==> src/rtl/i2s_tx.sv <==
// i2s_tx: fractional-divider Philips I2S transmitter, 32-slot stereo frames at clk32*NUM/(2*DEN*32).
// Latency: audio is sampled on the falling bck edge entering slot 1; its MSB is driven in that same cycle.
// Backpressure: none; audio inputs are free-running and sampled once per frame.
module i2s_tx #(
    parameter int NUM = 12,
    parameter int DEN = 125
) (
    input  logic        clk32,
    input  logic        por,
    input  logic [15:0] audio_l,
    input  logic [15:0] audio_r,
    input  logic        mute,
    output logic        i2s_bck,
    output logic        i2s_ws,
    output logic        i2s_din,
    output logic        sample_strobe
);
    localparam int AW = $clog2(DEN + NUM);

    typedef struct packed {
        logic [15:0] l;
        logic [15:0] r;
    } stereo_t;

    logic [AW-1:0] acc;
    logic [AW-1:0] acc_nxt;
    logic [AW:0]   acc_sum;
    logic          tick;
    logic [4:0]    p;
    logic [4:0]    p_nxt;
    stereo_t       smp;
    stereo_t       smp_in;
    logic [3:0]    bit_idx;
    logic          din_nxt;

    always_comb begin
        acc_sum = {1'b0, acc} + (AW+1)'(NUM);
        tick    = (acc_sum >= (AW+1)'(DEN));
        acc_nxt = tick ? AW'(acc_sum - (AW+1)'(DEN)) : acc_sum[AW-1:0];
        p_nxt   = p + 5'd1;
        smp_in  = mute ? '0 : {audio_l, audio_r};
        // (16 - p) mod 16 selects the bit for both words, including R[0] at slot 0
        bit_idx = 4'd0 - p_nxt[3:0];
        if (p_nxt == 5'd1) begin
            din_nxt = smp_in.l[15];
        end else if (p_nxt >= 5'd2 && p_nxt <= 5'd16) begin
            din_nxt = smp.l[bit_idx];
        end else begin
            din_nxt = smp.r[bit_idx];
        end
    end

    always_ff @(posedge clk32) begin
        if (por) begin
            acc           <= '0;
            i2s_bck       <= 1'b0;
            p             <= 5'd0;
            i2s_ws        <= 1'b0;
            i2s_din       <= 1'b0;
            smp           <= '0;
            sample_strobe <= 1'b0;
        end else begin
            acc           <= acc_nxt;
            sample_strobe <= 1'b0;
            if (tick) begin
                i2s_bck <= ~i2s_bck;
                // falling edge: advance slot and present the next bit
                if (i2s_bck) begin
                    p       <= p_nxt;
                    i2s_ws  <= p_nxt[4];
                    i2s_din <= din_nxt;
                    if (p_nxt == 5'd1) begin
                        smp           <= smp_in;
                        sample_strobe <= 1'b1;
                    end
                end
            end
        end
    end
endmodule
==> config.mk <==
export PLATFORM = sky130hd
export DESIGN_NAME = i2s_tx
export DESIGN_NICKNAME = d
export VERILOG_FILES = /design/src/rtl/i2s_tx.sv
export SDC_FILE = /design/constraint.sdc
export NUM_CORES = 1
export LEC_CHECK = 0
export BUFFER_PORTS_ARGS = -buffer_cell sky130_fd_sc_hd__buf_2
export CORE_UTILIZATION = 31
export CTS_BUF_LIST = sky130_fd_sc_hd__clkbuf_8
export DETAILED_ROUTE_END_ITERATION = 8
export GPL_TIMING_DRIVEN = 0
export PLACE_DENSITY_LB_ADDON = 0.08
export RECOVER_POWER = 50
export SLEW_MARGIN = 20
export SYNTH_ARGS = -nofsm -noshare
export SYNTH_HDL_FRONTEND = slang
export SYNTH_SLANG_ARGS = --single-unit
==> constraint.sdc <==
create_clock -name clk32 -period 3 [get_ports clk32]
set_clock_uncertainty 0.2 [all_clocks]
set_input_delay 0.15 -clock clk32 [delete_from_list [all_inputs] [get_ports clk32]]
set_output_delay 0.15 -clock clk32 [all_outputs]
set_load 0.02 [all_outputs]
==> results.py, run 1 <==
metrics = {
    "synthesis": {
        "postSynthAreaPerCell_sq_um": 10.3,
        "synth-seq-cells": 48,
        "seq_area_frac_synth_pct": 40.9,
        "async_flop_share_pct": 0,
        "synth_cells": 227,
        "syn_area_sq_mm": 0.00235,
        "yosysMostFrequentCell": "dfxtp_1",
        "synth_cell_types": 44,
        "synth_warnings": 0,
        "synth_area_leaders": "dfxtp_1, a22o_1, mux4_2",
        "yosys-top-cells-count": "dfxtp_1, a22o_1, nor2_1, inv_1, nand2_1",
        "synth_ff_type": "dfxtp_1",
        "synth_top_area_share_pct": 40.9,
        "yosysTopAreaCell": "dfxtp_1",
        "synth_fp_nets": 268,
        "synth-edff-count": 0,
    },
    "timing": {
        "layout_min_cycle_time_ns": 2.84,
        "rsz0062_at_grt": "false",
        "tns_ns": 0,
        "finalWorstSetupSlack_ns": 0.163,
        "setup_viol_count_final": 0,
        "hold_violations": 0,
        "timing.final.crit_share_pct": 94.6,
        "tightest_slew_ns": 0.486,
        "maxSlewViolCount": 0,
        "timing.fmax_mhz": 352,
        "fin_hold_ws_ns": 0.183,
        "timing.slew.headroom_pct": 67.6,
    },
    "global_routing": {
        "grt_pass1_vias": 1826,
        "overflow": 0,
        "grt_pass1_wl_microns": 9010,
        "grt.total_usage_pct": 15.0,
        "antenna_found_initial": 0,
        "grt_max_degree": 16,
    },
    "clocking": {
        "clk_latency_ns": 0.30,
        "clk_pin_slew_ns": 0.09,
        "clockBufferDepth": 2,
        "cts_tree": "built",
        "htree_levels": 2,
        "cts-buffers-inserted": 5,
        "root_buffer": "clkbuf_8",
        "cts_sinks": 48,
    },
    "power_and_ir_drop": {
        "powerDensity_mw_per_mm2": 367,
        "p_total_mw": 1.15,
        "p_leak_nw": 1.20,
        "vdd_drop_max_mv": 0.196,
    },
    "floorplanning": {
        "core_area_sq_mm": 0.00729,
        "fp.dieW_microns": 89.0,
        "die_h_microns": 89.0,
        "rows": 31,
        "dieArea_sq_mm": 0.00792,
        "start_util_pct": 32.2,
        "io_pins": 39,
    },
    "setup_path": {
        "crit_path_frequent_cell": "or3_1",
        "cp_slowest_cell": "dfxtp_2",
        "path_class": "reg -> reg",
        "path_cells": "inv_1, ha_1, buf_2, xor2_1, or3_1, or3_1, clkbuf_1, a21oi_1, xnor2_1, nor2_1",
        "crit_buf_inv": 3,
        "slowest_delay_ns": 0.39,
        "end_kind": "flip-flop",
        "crit_path_max_fanout": 10,
        "crit_family": "simple AND/OR/NAND/NOR gates",
        "arrival_ns": 2.82,
        "start_kind": "flip-flop",
        "cp.required_ns": 2.98,
    },
    "finish": {
        "final-seq-area_sq_um": 962,
        "stdcell_count": 413,
        "multi_input_area_sq_mm": 0.00125,
        "finish.utilization_pct": 43.1,
        "num-fill-cells": 794,
        "design_area_sq_mm": 0.00314,
        "diodes": 0,
        "final_nets": 354,
        "drive_gt1_share_pct": 23.6,
        "area_growth_pct": 33.8,
    },
    "routing": {
        "routed_wl_microns": 5560,
        "viasPerCell": 4.73,
        "drt_first_pass_iters": 4,
        "vias": 1953,
        "drt.antenna.violating_nets": 0,
        "initialDrtViolationCount": 57,
        "drc": 0,
        "routedWlPerCell_microns": 13.5,
    },
    "place": {
        "finalWeightedCongestion": 0.746,
        "port_buffers": 38,
        "dpl_worst_slack_ns": -0.280,
        "placed_area_sq_mm": 0.00266,
        "hpwl_microns": 3900,
        "placed_cells": 364,
    },
    "status": {
        "outcome": "finished, final reports clean",
    },
    "flow_run": {
        "drv_cap": 0,
    },
    "worst_hold_path": {
        "hp-class": "in -> reg",
    },
}
cell usage in the layout (no fill, tap or decap), drive strengths merged, types with 5 or more instances in the layout:
master	instances
a211oi	6
a21oi	8
a22o	31
buf	50
clkbuf	15
dfxtp	48
dlygate4sd3	33
ha	6
inv	13
mux2i	5
mux4	8
nand2	9
nor2	19
o21ai	5
xnor2	7
xor2	8
worst register-to-register path: stages, from the launching register on:
cell	delay, ns
dfxtp_2	0.39
inv_1	0.08
ha_1	0.18
buf_2	0.16
xor2_1	0.15
or3_1	0.33
or3_1	0.38
clkbuf_1	0.27
a21oi_1	0.35
xnor2_1	0.17
nor2_1	0.05
cell type report:
| class | instances | share of cell area (%) |
|---|---|---|
| multi-input combinational | 152 | 39.9 |
| clock buffer | 5 | 2.19 |
| buffer | 14 | 3.03 |
| sequential | 48 | 30.6 |
| tap | 99 | 3.94 |
| timing repair buffer | 79 | 18.2 |
| clock inverter | 3 | 0.597 |
| inverter | 13 | 1.55 |
state kept, by name (all words and copies together) (netlist names):
name	count
i2s_bck	1
i2s_ws	1
p	4
acc	8
sample_strobe	1
smp	32
i2s_din	1
final timing paths:
kind                            cells past startpoint   start  slack, ns       to
worst min register to register                      1  smp[5]       0.28   smp[5]
worst max-delay path                               10  acc[2]       0.16   acc[2]
worst min-delay path                                4     por       0.18  smp[13]
worst max register to register                     10  acc[2]       0.16   acc[2]
power by group:
group          leakage (nW)  internal, mW  switching [mW]
Clock                0.0479         0.163           0.222
Sequential            0.388         0.644         0.00809
Combinational         0.764        0.0661          0.0491
timing repair:
item,4_1_cts,5_1_grt
endpoints found under the hold margin,32,0
pin swaps,1,1
setup buffers,4,4
resized for setup,3,9
hold buffers,33,0
endpoints found under the setup margin,31,35
logic make-up (layout without fill, tap and decap cells):
kind of cell / Yosys count / in the layout / synth area share, %
AO/OA/AOI/OAI: 62 / 62 / 21.1
XOR/XNOR: 15 / 15 / 5.60
adder cells (fa/ha/maj): 6 / 6 / 3.20
buffers and inverters: 27 / 114 / 5.70
flip-flops: 48 / 48 / 40.9
multiplexers: 14 / 14 / 10.3
AND/OR/NAND/NOR: 55 / 55 / 13.2
layer usage:
metal	part of all wire (%)	global-route usage [%]	vias to the layer above	wire [microns]
met5	0	0	-	0
li1	-	-	1010	-
met4	0.79	4.76	0	44
met2	44	22.0	36	2440
met1	52	22.1	903	2880
met3	3.4	3.14	4	187
Note: power is estimated with default switching activity, not from simulation.
==> run 2, diff against run 1 <==
--- a/config.mk
+++ b/config.mk
@@ -10,7 +10,6 @@
 export CTS_BUF_LIST = sky130_fd_sc_hd__clkbuf_8
 export DETAILED_ROUTE_END_ITERATION = 8
 export GPL_TIMING_DRIVEN = 0
-export PLACE_DENSITY_LB_ADDON = 0.08
 export RECOVER_POWER = 50
 export SLEW_MARGIN = 20
 export SYNTH_ARGS = -nofsm -noshare
==> run 2 against run 1 <==
Global-route usage is 0.66 points lower. Clock power is 46% higher. Sequential cell count stayed put. Non-clock buffer count is 4 lower. Design area is 0.76% higher. Sequential power hardly changed. Critical endpoint is now smp[28].
==> results.py, run 2 (same netlist as run 1, synthesis figures left out) <==
metrics = {
    "global_routing": {
        "grt_max_degree": 17,
        "grt_pass1_vias": 1837,
        "overflow": 0,
        "antenna_found_initial": 0,
        "grt_pass1_wl_microns": 8700,
        "grt.total_usage_pct": 14.4,
    },
    "timing": {
        "tns_ns": 0,
        "timing.fmax_mhz": 352,
        "tightest_slew_ns": 0.504,
        "setup_viol_count_final": 0,
        "layout_min_cycle_time_ns": 2.84,
        "rsz0062_at_grt": "false",
        "timing.final.crit_share_pct": 94.7,
        "maxSlewViolCount": 0,
        "fin_hold_ws_ns": 0.183,
        "hold_violations": 0,
        "timing.slew.headroom_pct": 66.4,
    },
    "routing": {
        "routed_wl_microns": 5370,
        "drt_first_pass_iters": 4,
        "initialDrtViolationCount": 129,
        "viasPerCell": 4.78,
        "drc": 0,
        "dr_wl_met2_microns": 2590,
        "dr_wl_met3_microns": 158,
        "routedWlPerCell_microns": 13.1,
        "wl_met1_microns": 2550,
        "drt.antenna.violating_nets": 0,
        "vias": 1955,
        "highest_layer": "met4",
    },
    "power_and_ir_drop": {
        "p_sw_uw": 285,
        "power_frac_clock_pct": 42.2,
        "vdd_drop_max_mv": 0.206,
        "p_leak_nw": 1.20,
        "pwr-share-seq_pct": 49.0,
        "combPwrFrac_pct": 8.7,
        "power.internal_mw": 1.05,
        "powerDensity_mw_per_mm2": 420,
        "p_sw_share_pct": 21.4,
    },
    "setup_path": {
        "path_class": "reg -> reg",
        "end_kind": "flip-flop",
        "r2r_slack_ns": 0.16,
        "r2r_cells": 10,
        "timing.rr.start": "acc[2]",
        "cp.required_ns": 3.00,
        "crit_path_max_fanout": 10,
        "reg2reg_to": "smp[28]",
        "arrival_ns": 2.85,
        "start_kind": "flip-flop",
    },
    "clocking": {
        "cts-buffers-inserted": 5,
        "root_buffer": "clkbuf_8",
        "clk_pin_slew_ns": 0.10,
        "clockBufferDepth": 2,
        "htree_levels": 2,
        "cts_tree": "built",
        "cts_sinks": 48,
        "clk_latency_ns": 0.30,
    },
    "place": {
        "hpwl_microns": 3600,
        "port_buffers": 38,
        "finalWeightedCongestion": 0.794,
    },
    "finish": {
        "drive_gt1_share_pct": 22.9,
        "mostFrequentLayoutCells": "dfxtp_1, buf_2, dlygate4sd3_1",
        "top_regs": "smp (32), acc (8), p (4)",
        "largest-register": "smp",
        "num-fill-cells": 732,
        "diodes": 0,
        "final_nets": 350,
        "finish.utilization_pct": 43.4,
        "area_growth_pct": 34.9,
        "largest_reg_flops": 32,
        "final_common_cell": "dfxtp_1",
    },
    "floorplanning": {
        "start_util_pct": 32.2,
        "core_area_sq_mm": 0.00729,
        "die_h_microns": 89.0,
        "rows": 31,
        "io_pins": 39,
        "dieArea_sq_mm": 0.00792,
        "fp.dieW_microns": 89.0,
    },
    "flow_run": {
        "drv_cap": 0,
    },
    "worst_hold_path": {
        "hold_end": "smp[13]",
        "hp-class": "in -> reg",
        "hp-start": "por",
        "whs_path_depth": 4,
    },
    "status": {
        "outcome": "finished, final reports clean",
    },
}
## run 2: what timing repair did
| item | in CTS | in global routing |
|---|---|---|
| hold endpoints to repair | 32 | 0 |
| setup buffers | 2 | 2 |
| endpoints found under the setup margin | 31 | 26 |
| pin swaps | 1 | 1 |
| gates resized for setup | 2 | 4 |
| hold buffers | 33 | 0 |
## run 2: layer usage
layer | vias to the layer above | GRT usage, %
li1 | 999 | -
met1 | 907 | 19.1
met2 | 43 | 23.4
met3 | 6 | 2.68
met4 | 0 | 5.19
met5 | - | 0
## run 2: area by class of cell
cell class | count | area (sq um) | area share (%)
flip-flops and latches | 48 | 962 | 30.4
plain buffers | 14 | 90.1 | 2.85
repair buffers | 75 | 546 | 17.2
clock inverters | 3 | 68.8 | 2.17
inverters | 13 | 48.8 | 1.54
clock buffers | 5 | 68.8 | 2.17
well taps | 99 | 124 | 3.91
multi-input cells | 152 | 1260 | 39.7
## run 2: critical path, stage by stage, from the launching register on
cell and delay (ns):
dfxtp_2 0.39, inv_1 0.08, ha_1 0.19, buf_2 0.16, xor2_1 0.14, or3_1 0.33, or3_4 0.36, a21oi_4 0.18
a21oi_1 0.15, clkbuf_1 0.27, a22o_1 0.29
## run 2: worst max-delay path by stage
stage | startpoint | to | cells past startpoint
global route | acc[3] | smp[27] | 10
detailed placement | p[0] | i2s_din | 9
global placement | p[0] | i2s_din | 9
finish | acc[2] | smp[28] | 10
CTS | p[0] | i2s_din | 9
floorplan | acc[2] | smp[0] | 10
## run 2: power by group through the flow
stage | Combinational [mW] | Sequential, mW | Clock (mW)
6_report | 0.116 | 0.652 | 0.562
5_1_grt | 0.127 | 0.654 | 0.600
4_1_cts | 0.115 | 0.652 | 0.579
3_5_place_dp | 0.0823 | 0.667 | 0
3_3_place_gp | 0.0819 | 0.667 | 0
2_1_floorplan | 0.0479 | 0.665 | 0
## run 2: through the flow
step           power [mW]  cell area [sq um]  cells  worst slack, ns
6_report             1.33               3170    409            0.159
5_1_grt              1.38               3170    409          0.00558
4_1_cts              1.35               3150    407           0.0118
3_5_place_dp        0.749               2660    364          -0.0910
3_3_place_gp        0.748               2660    364           -0.122
2_1_floorplan       0.713               2350    227            0.280
